File: config.mk
export PLATFORM = sky130hd
export DESIGN_NAME = aes_loopback_ctrl
export DESIGN_NICKNAME = d
export VERILOG_FILES = /design/src/rtl/aes_ctrl_pkg.sv /design/src/rtl/aes_round_counter.sv /design/src/rtl/aes_loopback_ctrl.sv
export SDC_FILE = /design/constraint.sdc
export NUM_CORES = 1
export LEC_CHECK = 0
export ABC_AREA = 1
export CORE_AREA = 4 4 204 206
export DETAILED_ROUTE_END_ITERATION = 10
export DIE_AREA = 0 0 208 210
export DONT_BUFFER_PORTS = 1
export PLACE_DENSITY = 0.72
export SKIP_CTS_REPAIR_TIMING = 1
export SYNTH_ARGS = -nofsm -noshare
export SYNTH_HDL_FRONTEND = slang
export SYNTH_SLANG_ARGS = --single-unit
File: constraint.sdc
create_clock -name clk -period 13 [get_ports clk]
set_input_delay 1.3 -clock clk [delete_from_list [all_inputs] [get_ports clk]]
set_output_delay 1.3 -clock clk [all_outputs]
set_load 0.1 [all_outputs]
File: src/rtl/aes_ctrl_pkg.sv
// aes_ctrl_pkg: key-size encodings, round counts and FSM states for the AES loopback controller.
package aes_ctrl_pkg;
    localparam logic [1:0] MODE_128     = 2'b00;
    localparam logic [1:0] MODE_192     = 2'b01;
    localparam logic [1:0] MODE_256     = 2'b10;
    localparam logic [1:0] MODE_ILLEGAL = 2'b11;
    localparam logic [3:0] NR_128 = 4'd10;
    localparam logic [3:0] NR_192 = 4'd12;
    localparam logic [3:0] NR_256 = 4'd14;

    typedef enum logic [2:0] {S_IDLE, S_ENC, S_DEC, S_CHECK, S_DONE} state_t;

    function automatic logic [3:0] mode_to_nr(input logic [1:0] m);
        return m == MODE_192 ? NR_192 : m == MODE_256 ? NR_256 : NR_128;
    endfunction
endpackage

File: src/rtl/aes_round_counter.sv
// aes_round_counter: loadable up/down round index with zero and last-round flags.
module aes_round_counter #(
    parameter int W = 4
) (
    input  logic         clk,
    input  logic         rst,
    input  logic         load,
    input  logic [W-1:0] load_val,
    input  logic         up,
    input  logic         en,
    input  logic [W-1:0] nr,
    output logic [W-1:0] count,
    output logic         is_zero,
    output logic         is_nr
);
    always_ff @(posedge clk or posedge rst)
        if (rst) count <= '0;
        else if (load) count <= load_val;
        else if (en) count <= up ? count + 1'b1 : count - 1'b1;

    assign is_zero = count == '0;
    assign is_nr   = count == nr;
endmodule

File: src/rtl/aes_loopback_ctrl.sv
// aes_loopback_ctrl: runs encrypt then inverse rounds on a shared AES round datapath and self-checks.
// Define AES_CTRL_STALL_EN to add the rnd_ready round-advance handshake.
module aes_loopback_ctrl
    import aes_ctrl_pkg::*;
#(
    parameter int DATA_W = 128,
    parameter int RND_W  = 4
) (
    input  logic              clk,
    input  logic              rst,
    input  logic              start,
    input  logic [1:0]        mode,
    input  logic [DATA_W-1:0] pt_in,
    output logic [DATA_W-1:0] rnd_in,
    output logic [RND_W-1:0]  rnd_idx,
    output logic              rnd_inv,
    output logic              rnd_first,
    output logic              rnd_last,
    input  logic [DATA_W-1:0] rnd_out,
`ifdef AES_CTRL_STALL_EN
    input  logic              rnd_ready,
`endif
    output logic              busy,
    output logic              done,
    output logic              pass,
    output logic              fail,
    output logic [DATA_W-1:0] ct_out,
    output logic [7:0]        ct_byte
);
    state_t             state, state_d;
    logic [DATA_W-1:0]  state_q, pt_q, ct_q;
    logic [RND_W-1:0]   nr_q;
    logic               adv, cnt_load, cnt_up, cnt_en, is_zero, is_nr;

`ifdef AES_CTRL_STALL_EN
    assign adv = rnd_ready;
`else
    assign adv = 1'b1;
`endif

    aes_round_counter #(.W(RND_W)) u_cnt (
        .clk(clk), .rst(rst), .load(cnt_load), .load_val('0), .up(cnt_up), .en(cnt_en),
        .nr(nr_q), .count(rnd_idx), .is_zero(is_zero), .is_nr(is_nr)
    );

    always_ff @(posedge clk or posedge rst)
        if (rst) state <= S_IDLE;
        else state <= state_d;

    always_comb begin
        state_d  = state;
        cnt_load = 1'b0;
        cnt_up   = 1'b0;
        cnt_en   = 1'b0;
        case (state)
            S_IDLE: if (start) begin
                state_d  = mode == MODE_ILLEGAL ? S_DONE : S_ENC;
                cnt_load = 1'b1;
            end
            S_ENC: if (adv) begin
                cnt_up  = 1'b1;
                cnt_en  = !is_nr;
                state_d = is_nr ? S_DEC : S_ENC;
            end
            S_DEC: if (adv) begin
                cnt_en  = !is_zero;
                state_d = is_zero ? S_CHECK : S_DEC;
            end
            S_CHECK: state_d = S_DONE;
            default: state_d = S_IDLE;
        endcase
    end

    always_ff @(posedge clk or posedge rst)
        if (rst) begin
            state_q <= '0;
            pt_q    <= '0;
            ct_q    <= '0;
            nr_q    <= '0;
            pass    <= 1'b0;
            fail    <= 1'b0;
        end else begin
            case (state)
                S_IDLE: if (start) begin
                    pass <= 1'b0;
                    fail <= mode == MODE_ILLEGAL;
                    if (mode != MODE_ILLEGAL) begin
                        pt_q    <= pt_in;
                        state_q <= pt_in;
                        nr_q    <= RND_W'(mode_to_nr(mode));
                    end
                end
                S_ENC: if (adv) begin
                    state_q <= rnd_out;
                    if (is_nr) ct_q <= rnd_out;
                end
                S_DEC: if (adv) state_q <= rnd_out;
                S_CHECK: begin
                    pass <= state_q == pt_q;
                    fail <= state_q != pt_q;
                end
                default: ;
            endcase
        end

    // First/last flags swap meaning between directions since the inverse cipher counts down.
    assign rnd_in    = state_q;
    assign rnd_inv   = state == S_DEC;
    assign rnd_first = (state == S_ENC && is_zero) || (state == S_DEC && is_nr);
    assign rnd_last  = (state == S_ENC && is_nr) || (state == S_DEC && is_zero);
    assign busy      = state == S_ENC || state == S_DEC || state == S_CHECK;
    assign done      = state == S_DONE;
    assign ct_out    = ct_q;
    assign ct_byte   = ct_q[7:0];
endmodule
# After elaboration in Yosys (flattened, before gate mapping)
# Cells that the tools add are included.
dict set report word_totals {
  n_memories 0
  elab_cells 64
  latchBits 0
  mem_bits_ro 0
  register_bits 397
  ramBits 0
}
dict set report op_classes {
  n_shift 0
  n_lt_le_gt_ge 0
  bitwise 0
  n_eq_ne 13
  reduce_logical 20
  n_mul 0
  mux 21
  div 0
  addsub 2
}
# op n
set ops {}
lappend ops {{128-bit 2-to-1 mux} 2}
lappend ops {{128-bit one-hot mux with 2 select lines} 1}
lappend ops {{128-bit equality test} 1}
lappend ops {{128-bit inequality test} 1}
lappend ops {{3-bit 2-to-1 mux} 4}
lappend ops {{4-bit 2-to-1 mux} 3}
lappend ops {{3-bit one-hot mux with 4 select lines} 1}
lappend ops {{3-bit by 2-bit equality test with 1-bit output, second input constant} 2}
lappend ops {{1-bit 2-to-1 mux} 6}
lappend ops {{2-bit inequality test, second input constant} 3}
lappend ops {{1-bit one-hot mux with 2 select lines} 3}
lappend ops {{3-bit AND reduction} 2}
lappend ops {{2-bit nonzero test} 3}
lappend ops {{4-bit by 1-bit adder with 4-bit output, second input constant} 1}
lappend ops {{2-bit equality test, second input constant} 2}
lappend ops {{4-bit equality test} 1}
lappend ops {{1-bit logical AND} 4}
lappend ops {{4-bit zero test} 1}
lappend ops {{1-bit logical OR} 4}
lappend ops {{2-bit AND reduction} 2}
lappend ops {{4-bit by 1-bit subtractor with 4-bit output, second input constant} 1}
lappend ops {{3-bit by 1-bit equality test with 1-bit output, second input constant} 1}
lappend ops {{3-bit equality test, second input constant} 1}
lappend ops {{3-bit zero test} 1}
lappend ops {{4 further kinds} 5}

# Depth between registers and ports, before layout
# Gate-level depths: netlist of run 1.
dict set report depth {
  word_depth 5
  depth_mapped 12
}

# Cells and area by module
# Synthesis of run 1 repeated with hierarchy kept, for this count alone.
dict set report hier_totals {
  hier_cells 1963
  area_unflattened_um2 18355.1
}
# mod n_inst cells_per_inst seq_area_each_um2 area_each_um2
set by_module_without_submodules {}
lappend by_module_without_submodules {aes_loopback_ctrl 1 1918 9809.4 18017.3}
lappend by_module_without_submodules {aes_round_counter 1 45 100.1 337.8}

# Worst setup path before layout of run 1
# No wires, ideal clock.
dict set report synth_timing {
  path_type {reg2out}
  startpoint {reg state[2]}
  endpoint {out rnd_last}
  slack_ps 7136
  t_arrival_ps 4564
  n_path_buf 3
  path_stages_with_launch 7
  cell_sequence {dfrtp_1 -> nor3_2 -> inv_1 -> buf_2 -> buf_2 -> buf_1 -> o21ai_0}
}
dict set report synth_between {
  elab_chain_cells 3
  word_cells_on_any_way 5
  classes_between {eq/ne: 2; reduce/logical: 3}
}
# item line_no
set synth_rtl {}
lappend synth_rtl {{from (decl)} aes_loopback_ctrl.sv:30} ;# state_t state, state_d;
lappend synth_rtl {{from (signal assigned)} aes_loopback_ctrl.sv:48} ;# else state <= state_d;
lappend synth_rtl {{3-bit by 2-bit equality test with 1-bit output} --}
lappend synth_rtl {{net rnd_inv} aes_loopback_ctrl.sv:16} ;# output logic rnd_inv,
lappend synth_rtl {{1-bit logical AND} aes_loopback_ctrl.sv:110} ;# assign rnd_last = (state == S_ENC && is_nr) || (state == S_DEC && is_zero);
lappend synth_rtl {{1-bit logical OR} aes_loopback_ctrl.sv:110}
lappend synth_rtl {{to (decl)} aes_loopback_ctrl.sv:18} ;# output logic rnd_last,
# The timed path passes the listed nets, and every way through them passes these cells.

# Final worst setup path of run 1
dict set report layout_timing {
  startpoint {reg state[0]}
  endpoint {out rnd_last}
}
# Same word-level chain as after synthesis.

==> flow_metrics.env, run 1 <==
export IMPL_yosys_warnings=0
export IMPL_met2_length_microns=25300
export IMPL_crit_chain="nor3_4 > inv_4 > buf_4 > o21ai_2"
export IMPL_drv_slew=0
export IMPL_synth_area_top_cells="dfrtp_1, mux2_2, nand2_1"
export IMPL_fmax_ghz=0.187
export IMPL_rsz0062_at_grt="false"
export IMPL_antenna_found_initial=0
export IMPL_syn_area_sq_um=17900
export IMPL_utilization_pct=49.5
export IMPL_die_w_microns=208
export IMPL_firstDrtPassIters=5
export IMPL_nets=1918
export IMPL_whs_path_depth=2
export IMPL_synth_edf_count=0
export IMPL_grt_max_degree=148
export IMPL_ctsHtreeMaxLevel=2
export IMPL_io_buffer_count=0
export IMPL_areaGrowthSynthToFinish_pct=9.73
export IMPL_drt_met1_wl_microns=19300
export IMPL_track_usage_pct=22.5
export IMPL_synth_ff_type="dfrtp_1"
export IMPL_synth_cells=1703
export IMPL_wl_microns=51200
export IMPL_ios=536
export IMPL_synthDominantAreaCellType="dfrtp_1"
export IMPL_clockRootBuffer="clkbuf_16"
export IMPL_viasPerCell=5.67
export IMPL_met3_length_microns=5070
export IMPL_wl_per_cell_microns=23.2
export IMPL_cts_tree="yes"
export IMPL_status="complete, no violations"
export IMPL_grt_pass1_vias=12800
export IMPL_ff2ff_path_depth=9
export IMPL_rows=73
export IMPL_synth_fp_nets=1969
export IMPL_worst_pin_slew_ns=1.16
export IMPL_overflow=0
export IMPL_yosysSeqAreaShare_pct=55.4
export IMPL_highest_layer="met4"
export IMPL_slew_headroom_pct=22.5
export IMPL_ant_nets=0
export IMPL_fin_setup_tns_ns=0
export IMPL_critPathLaunchType="register"
export IMPL_fillers=3469
export IMPL_via_count=12500
export IMPL_slowest_delay_ns=0.98
export IMPL_slowest_stage="o21ai_2"
export IMPL_maxCapViolCount=0
export IMPL_synth_most_common_cell="dfrtp_1"
export IMPL_fp_dieArea_sq_um=43700
export IMPL_dp_cells=2132
export IMPL_dpl_hpwl_microns=36600
export IMPL_post_route_period_util_pct=41.2
export IMPL_layout_drive_gt1_share_pct=19.1
export IMPL_fin_ws_ns=7.64
export IMPL_die_h_microns=210
export IMPL_r2r_slack_ns=8.37
export IMPL_cts_inserted_buffers=43
export IMPL_endpoint_kind="output port"
export IMPL_path_buf_inv=2
export IMPL_antennaDiodeCount=0
export IMPL_holdPathEnd="nr_q[3]$_DFFE_PP0P_"
export IMPL_crit_arrival_ns=4.06
export IMPL_drc_errors=0
export IMPL_grt_pass1_wl_microns=78300
export IMPL_gp_congestion=0.858
export IMPL_netlist_cell_type_count=37
export IMPL_cts_sinks=396
export IMPL_avgSynthCellArea_sq_um=10.5
export IMPL_seqCellArea_sq_um=9920
export IMPL_path_class="register to output port"
export IMPL_finalHoldViolations=0
export IMPL_clk_latency_ns=0.55
export IMPL_crit_fanout=58
export IMPL_synth_seq_cells=396
export IMPL_r2r_end="ct_out[119]$_DFFE_PP0P_"
export IMPL_finalSetupViolCount=0
export IMPL_cts_reportedPaths_clkPinSlew_ns=0.06
export IMPL_drtIter0Drc=908
export IMPL_synth_async_sr_flop_share_pct=100
export IMPL_synth_top_area_share_pct=55.4
export IMPL_clock_skew_ns=0.00743
export IMPL_hold_start="nr_q[3]$_DFFE_PP0P_"
export IMPL_multiInputGateArea_sq_um=7230
export IMPL_timing_hold_worst_class="register to register"
export IMPL_cp_top_family="buffers and inverters"
export IMPL_required_ns=11.70
export IMPL_ys_top_cells_by_count="dfrtp_1, nand2_1, mux2_2"
export IMPL_finalNonFillerCells=2209
export IMPL_clockBufferDepth=3
export IMPL_core_area_sq_um=39600
export IMPL_dp_slack_ns=8.20
export IMPL_path_depth=4
export IMPL_start_util_pct=45.1
export IMPL_timing_rr_start="state[2]$_DFFE_PP0P_"
export IMPL_min_period_ns=5.36
-- kinds of logic (layout without fill, tap and decap cells) --
group                    Yosys count  after routing  synth area share (%)
adder cells (fa/ha/maj)            5              5                 0.392
AO/OA/AOI/OAI                    205            205                  6.87
flip-flops                       396            396                  55.4
XOR/XNOR                         117            117                  5.73
AND/OR/NAND/NOR                  596            596                  13.9
multiplexers                     207            207                  13.2
buffers and inverters            177            158                  4.62
-- per-layer routing --
layer	track usage, %	vias to the layer above
met5	0	-
met4	7.34	0
met3	7.80	91
met2	38.0	579
met1	27.4	6227
li1	-	5624
-- cell usage in the layout, fill, tap and decap left out, types with 2 or more instances in the layout --
cell and count:
clkinv_4 2, mux2_2 198, or2_2 2, buf_4 15
a21oi_1 20, inv_1 62, a31oi_1 104, bufinv_16 2
clkbuf_8 12, mux2_4 6, dfrtp_1 388, clkbuf_1 8
clkinvlp_4 2, nand4_1 15, nand3_4 3, a21oi_2 6
dfrtp_2 8, o21ai_0 55, ha_1 4, mux2_1 3
xnor2_1 92, clkinv_2 4, clkbuf_16 45, o211ai_1 14
nand3_1 122, inv_2 2, nand2_1 273, nor2_1 171
nor2_2 3, xor2_1 25, inv_8 2
-- stage by stage --
step | cell area, sq um | hold WS [ns]
2_1_floorplan | 17900 | 0.454
3_3_place_gp | 18200 | 0.469
3_5_place_dp | 18200 | 0.473
4_1_cts | 19600 | 0.487
5_1_grt | 19600 | 0.508
6_report | 19600 | 0.481
-- sequential cells by signal (all words and copies together) (netlist names) --
register,flops
state,3
pass,1
pt_q,128
fail,1
nr_q,3
ct_out,128
u_cnt.count,4
rnd_in,128
-- worst max path at each step --
stage	from	endpoint	slack (ns)
5_1_grt	state[0]$_DFFE_PP0P_	rnd_last	7.52
3_3_place_gp	state[0]$_DFFE_PP0P_	rnd_last	8.24
6_report	state[0]$_DFFE_PP0P_	rnd_last	7.64
2_1_floorplan	rst	ct_out[0]$_DFFE_PP0P_	0.69
4_1_cts	state[0]$_DFFE_PP0P_	rnd_last	7.60
3_5_place_dp	state[0]$_DFFE_PP0P_	rnd_last	8.20
-- worst register-to-register path: stages (launching register included) --
cell and delay (ns):
dfrtp_1 0.48, inv_1 0.15, nand3_4 0.09, buf_4 0.65, buf_4 0.71, inv_1 0.24, nand3_4 0.14, buf_4 0.65
buf_4 0.88, mux2_2 0.51
-- final cells by class --
type	count	area share, %
Timing Repair Buffer	15	0.574
Inverter	66	1.31
Tap cell	525	3.35
Multi-Input combinational cell	1130	36.8
Sequential cell	396	50.5
Clock inverter	12	0.676
Clock buffer	65	6.73
Power of run 1 is not shown: default switching activity piles up to over one toggle a cycle in this logic, so the estimate is an artifact.
==> run 2: changes to the inputs <==
--- a/config.mk
+++ b/config.mk
@@ -10,7 +10,7 @@
 export DETAILED_ROUTE_END_ITERATION = 10
 export DIE_AREA = 0 0 208 210
 export DONT_BUFFER_PORTS = 1
-export PLACE_DENSITY = 0.72
+export PLACE_DENSITY = 0.7
 export SKIP_CTS_REPAIR_TIMING = 1
 export SYNTH_ARGS = -nofsm -noshare
 export SYNTH_HDL_FRONTEND = slang
==> constraint.sdc (replaced) <==
create_clock -name clk -period 5.2 [get_ports clk]
set_input_delay 0.52 -clock clk [delete_from_list [all_inputs] [get_ports clk]]
set_output_delay 0.52 -clock clk [all_outputs]
set_load 0.1 [all_outputs]
==> run 2 against run 1 <==
Effect of this change: clock skew is 0.0023 ns higher; highest routed layer unchanged; wire length increased by 0.93%; sequential share of layout area rose by 0.28 points; cell count fell by 0.32%; critical endpoint is now ct_out[118]$_DFFE_PP0P_; core utilization down 0.27 points; register-to-register slack worse by 6.9 ns; global-route usage rose by 0.19 points; die area unchanged; hold slack got worse by 0.36 ns; non-clock buffer count grew 3.
==> flow_metrics.env, run 2 (synthesized netlist as in run 1, its figures left out) <==
export IMPL_status="complete, no violations"
export IMPL_slowest_stage="dfrtp_1"
export IMPL_slowest_delay_ns=0.99
export IMPL_min_period_ns=3.71
export IMPL_gp_congestion=0.877
export IMPL_drt_met1_wl_microns=18900
export IMPL_io_buffer_count=0
export IMPL_required_ns=5.62
export IMPL_drtIter0Drc=1036
export IMPL_wl_microns=51700
export IMPL_clk_latency_ns=0.54
export IMPL_fp_dieArea_sq_um=43700
export IMPL_met3_length_microns=4960
export IMPL_nets=1919
export IMPL_critPathLaunchType="register"
export IMPL_drc_errors=0
export IMPL_clockRootBuffer="clkbuf_16"
export IMPL_finalHoldViolations=0
export IMPL_grt_pass1_wl_microns=78600
export IMPL_dpl_hpwl_microns=37200
export IMPL_layout_common_cells="dfrtp_1, nand2_1, mux2_2, nor2_1, nand3_1"
export IMPL_layout_drive_gt1_share_pct=18.7
export IMPL_grt_max_degree=151
export IMPL_met2_length_microns=26000
export IMPL_layout_commonest_cell="dfrtp_1"
export IMPL_slew_headroom_pct=20.6
export IMPL_cts_reportedPaths_clkPinSlew_ns=0.06
export IMPL_maxCapViolCount=0
export IMPL_ios=536
export IMPL_finalNonFillerCells=2202
export IMPL_core_area_sq_um=39600
export IMPL_dp_cells=2134
export IMPL_highest_layer="met4"
export IMPL_cts_tree="yes"
export IMPL_start_util_pct=45.1
export IMPL_grt_pass1_vias=12800
export IMPL_areaGrowthSynthToFinish_pct=9.12
export IMPL_postLayoutCellArea_sq_um=19500
export IMPL_rows=73
export IMPL_ctsHtreeMaxLevel=2
export IMPL_finalSetupViolCount=0
export IMPL_clock_skew_ns=0.00975
export IMPL_via_count=12600
export IMPL_timing_hold_worst_class="input port to register"
export IMPL_overflow=0
export IMPL_post_route_period_util_pct=71.4
export IMPL_endpoint_kind="register"
export IMPL_path_class="register to register"
export IMPL_wl_per_cell_microns=23.5
export IMPL_rsz0062_at_grt="false"
export IMPL_cts_sinks=396
export IMPL_clockBufferDepth=3
export IMPL_antennaDiodeCount=0
export IMPL_crit_fanout=85
export IMPL_track_usage_pct=22.7
export IMPL_crit_arrival_ns=4.13
export IMPL_drv_slew=0
export IMPL_fmax_ghz=0.269
export IMPL_firstDrtPassIters=5
export IMPL_die_h_microns=210
export IMPL_cts_inserted_buffers=41
export IMPL_placed_area_sq_um=18200
export IMPL_crit_chain="xor2_1 > a211oi_2 > nand3_4 > buf_4 > buf_4 > mux2_2"
export IMPL_ant_nets=0
export IMPL_die_w_microns=208
export IMPL_dp_slack_ns=1.56
export IMPL_fin_ws_ns=1.49
export IMPL_viasPerCell=5.71
export IMPL_worst_pin_slew_ns=1.19
export IMPL_cpMostUsedCell="buf_4"
export IMPL_antenna_found_initial=0
## run 2: cell count changes in the layout (fill, tap and decap cells not counted)
cell,before,now
clkbuf_8,12,10
buf_12,0,3
clkinvlp_4,2,1
clkinv_4,2,1
buf_4,15,14
inv_8,2,0
dlygate4sd3_1,0,1
inv_6,1,0
clkbuf_1,8,9
clkbuf_16,45,41
## run 2: worst max-delay path, delay by kind of cell (launching register included)
kind                   cells  cell delay (ns)
XOR/XNOR                   1             0.28
multiplexers               1             0.42
AO/OA/AOI/OAI              1             0.10
AND/OR/NAND/NOR            1             0.11
buffers and inverters      2             1.51
flip-flops                 1             0.99
## run 2: through the flow
stage | hold slack, ns | utilization (%) | TNS (ns)
after global routing | 0.0826 | 49.3 | 0
after floorplan | 0.454 | - | -257.33
after global placement | 0.478 | 46.0 | 0
final | 0.118 | 49.3 | 0
after CTS | -0.0967 | 49.2 | 0
after detailed placement | 0.483 | 46.0 | 0
## run 2: path summary, 6_finish.rpt
check | start | end | slack (ns) | cells after the start
setup / recovery | u_cnt.count[3]$_DFFE_PP0P_ | ct_out[118]$_DFFE_PP0P_ | 1.49 | 6
hold / removal | rnd_out[0] | ct_out[0]$_DFFE_PP0P_ | 0.12 | 1
setup reg to reg | u_cnt.count[3]$_DFFE_PP0P_ | ct_out[118]$_DFFE_PP0P_ | 1.49 | 6
hold reg to reg | pt_q[77]$_DFFE_PP0P_ | pt_q[77]$_DFFE_PP0P_ | 0.49 | 2
max in group asynchronous | rst | ct_out[4]$_DFFE_PP0P_ | 3.32 | 3
min in group asynchronous | rst | ct_out[101]$_DFFE_PP0P_ | 0.56 | 2
## run 2: metal layers
metal	track usage (%)	up-vias
met2	39.2	559
met5	0	-
met4	8.27	0
met1	26.6	6301
met3	7.71	92
li1	-	5628
## run 2: layout make-up
class / count / area, sq um
fill: 3546 / 20100
sequential: 396 / 9920
multi-input combinational: 1130 / 7230
clock buffer: 60 / 1200
tap: 525 / 657
inverter: 66 / 254
timing repair buffer: 18 / 175
clock inverter: 7 / 88.8
Power of run 2 is left out for the same reason.
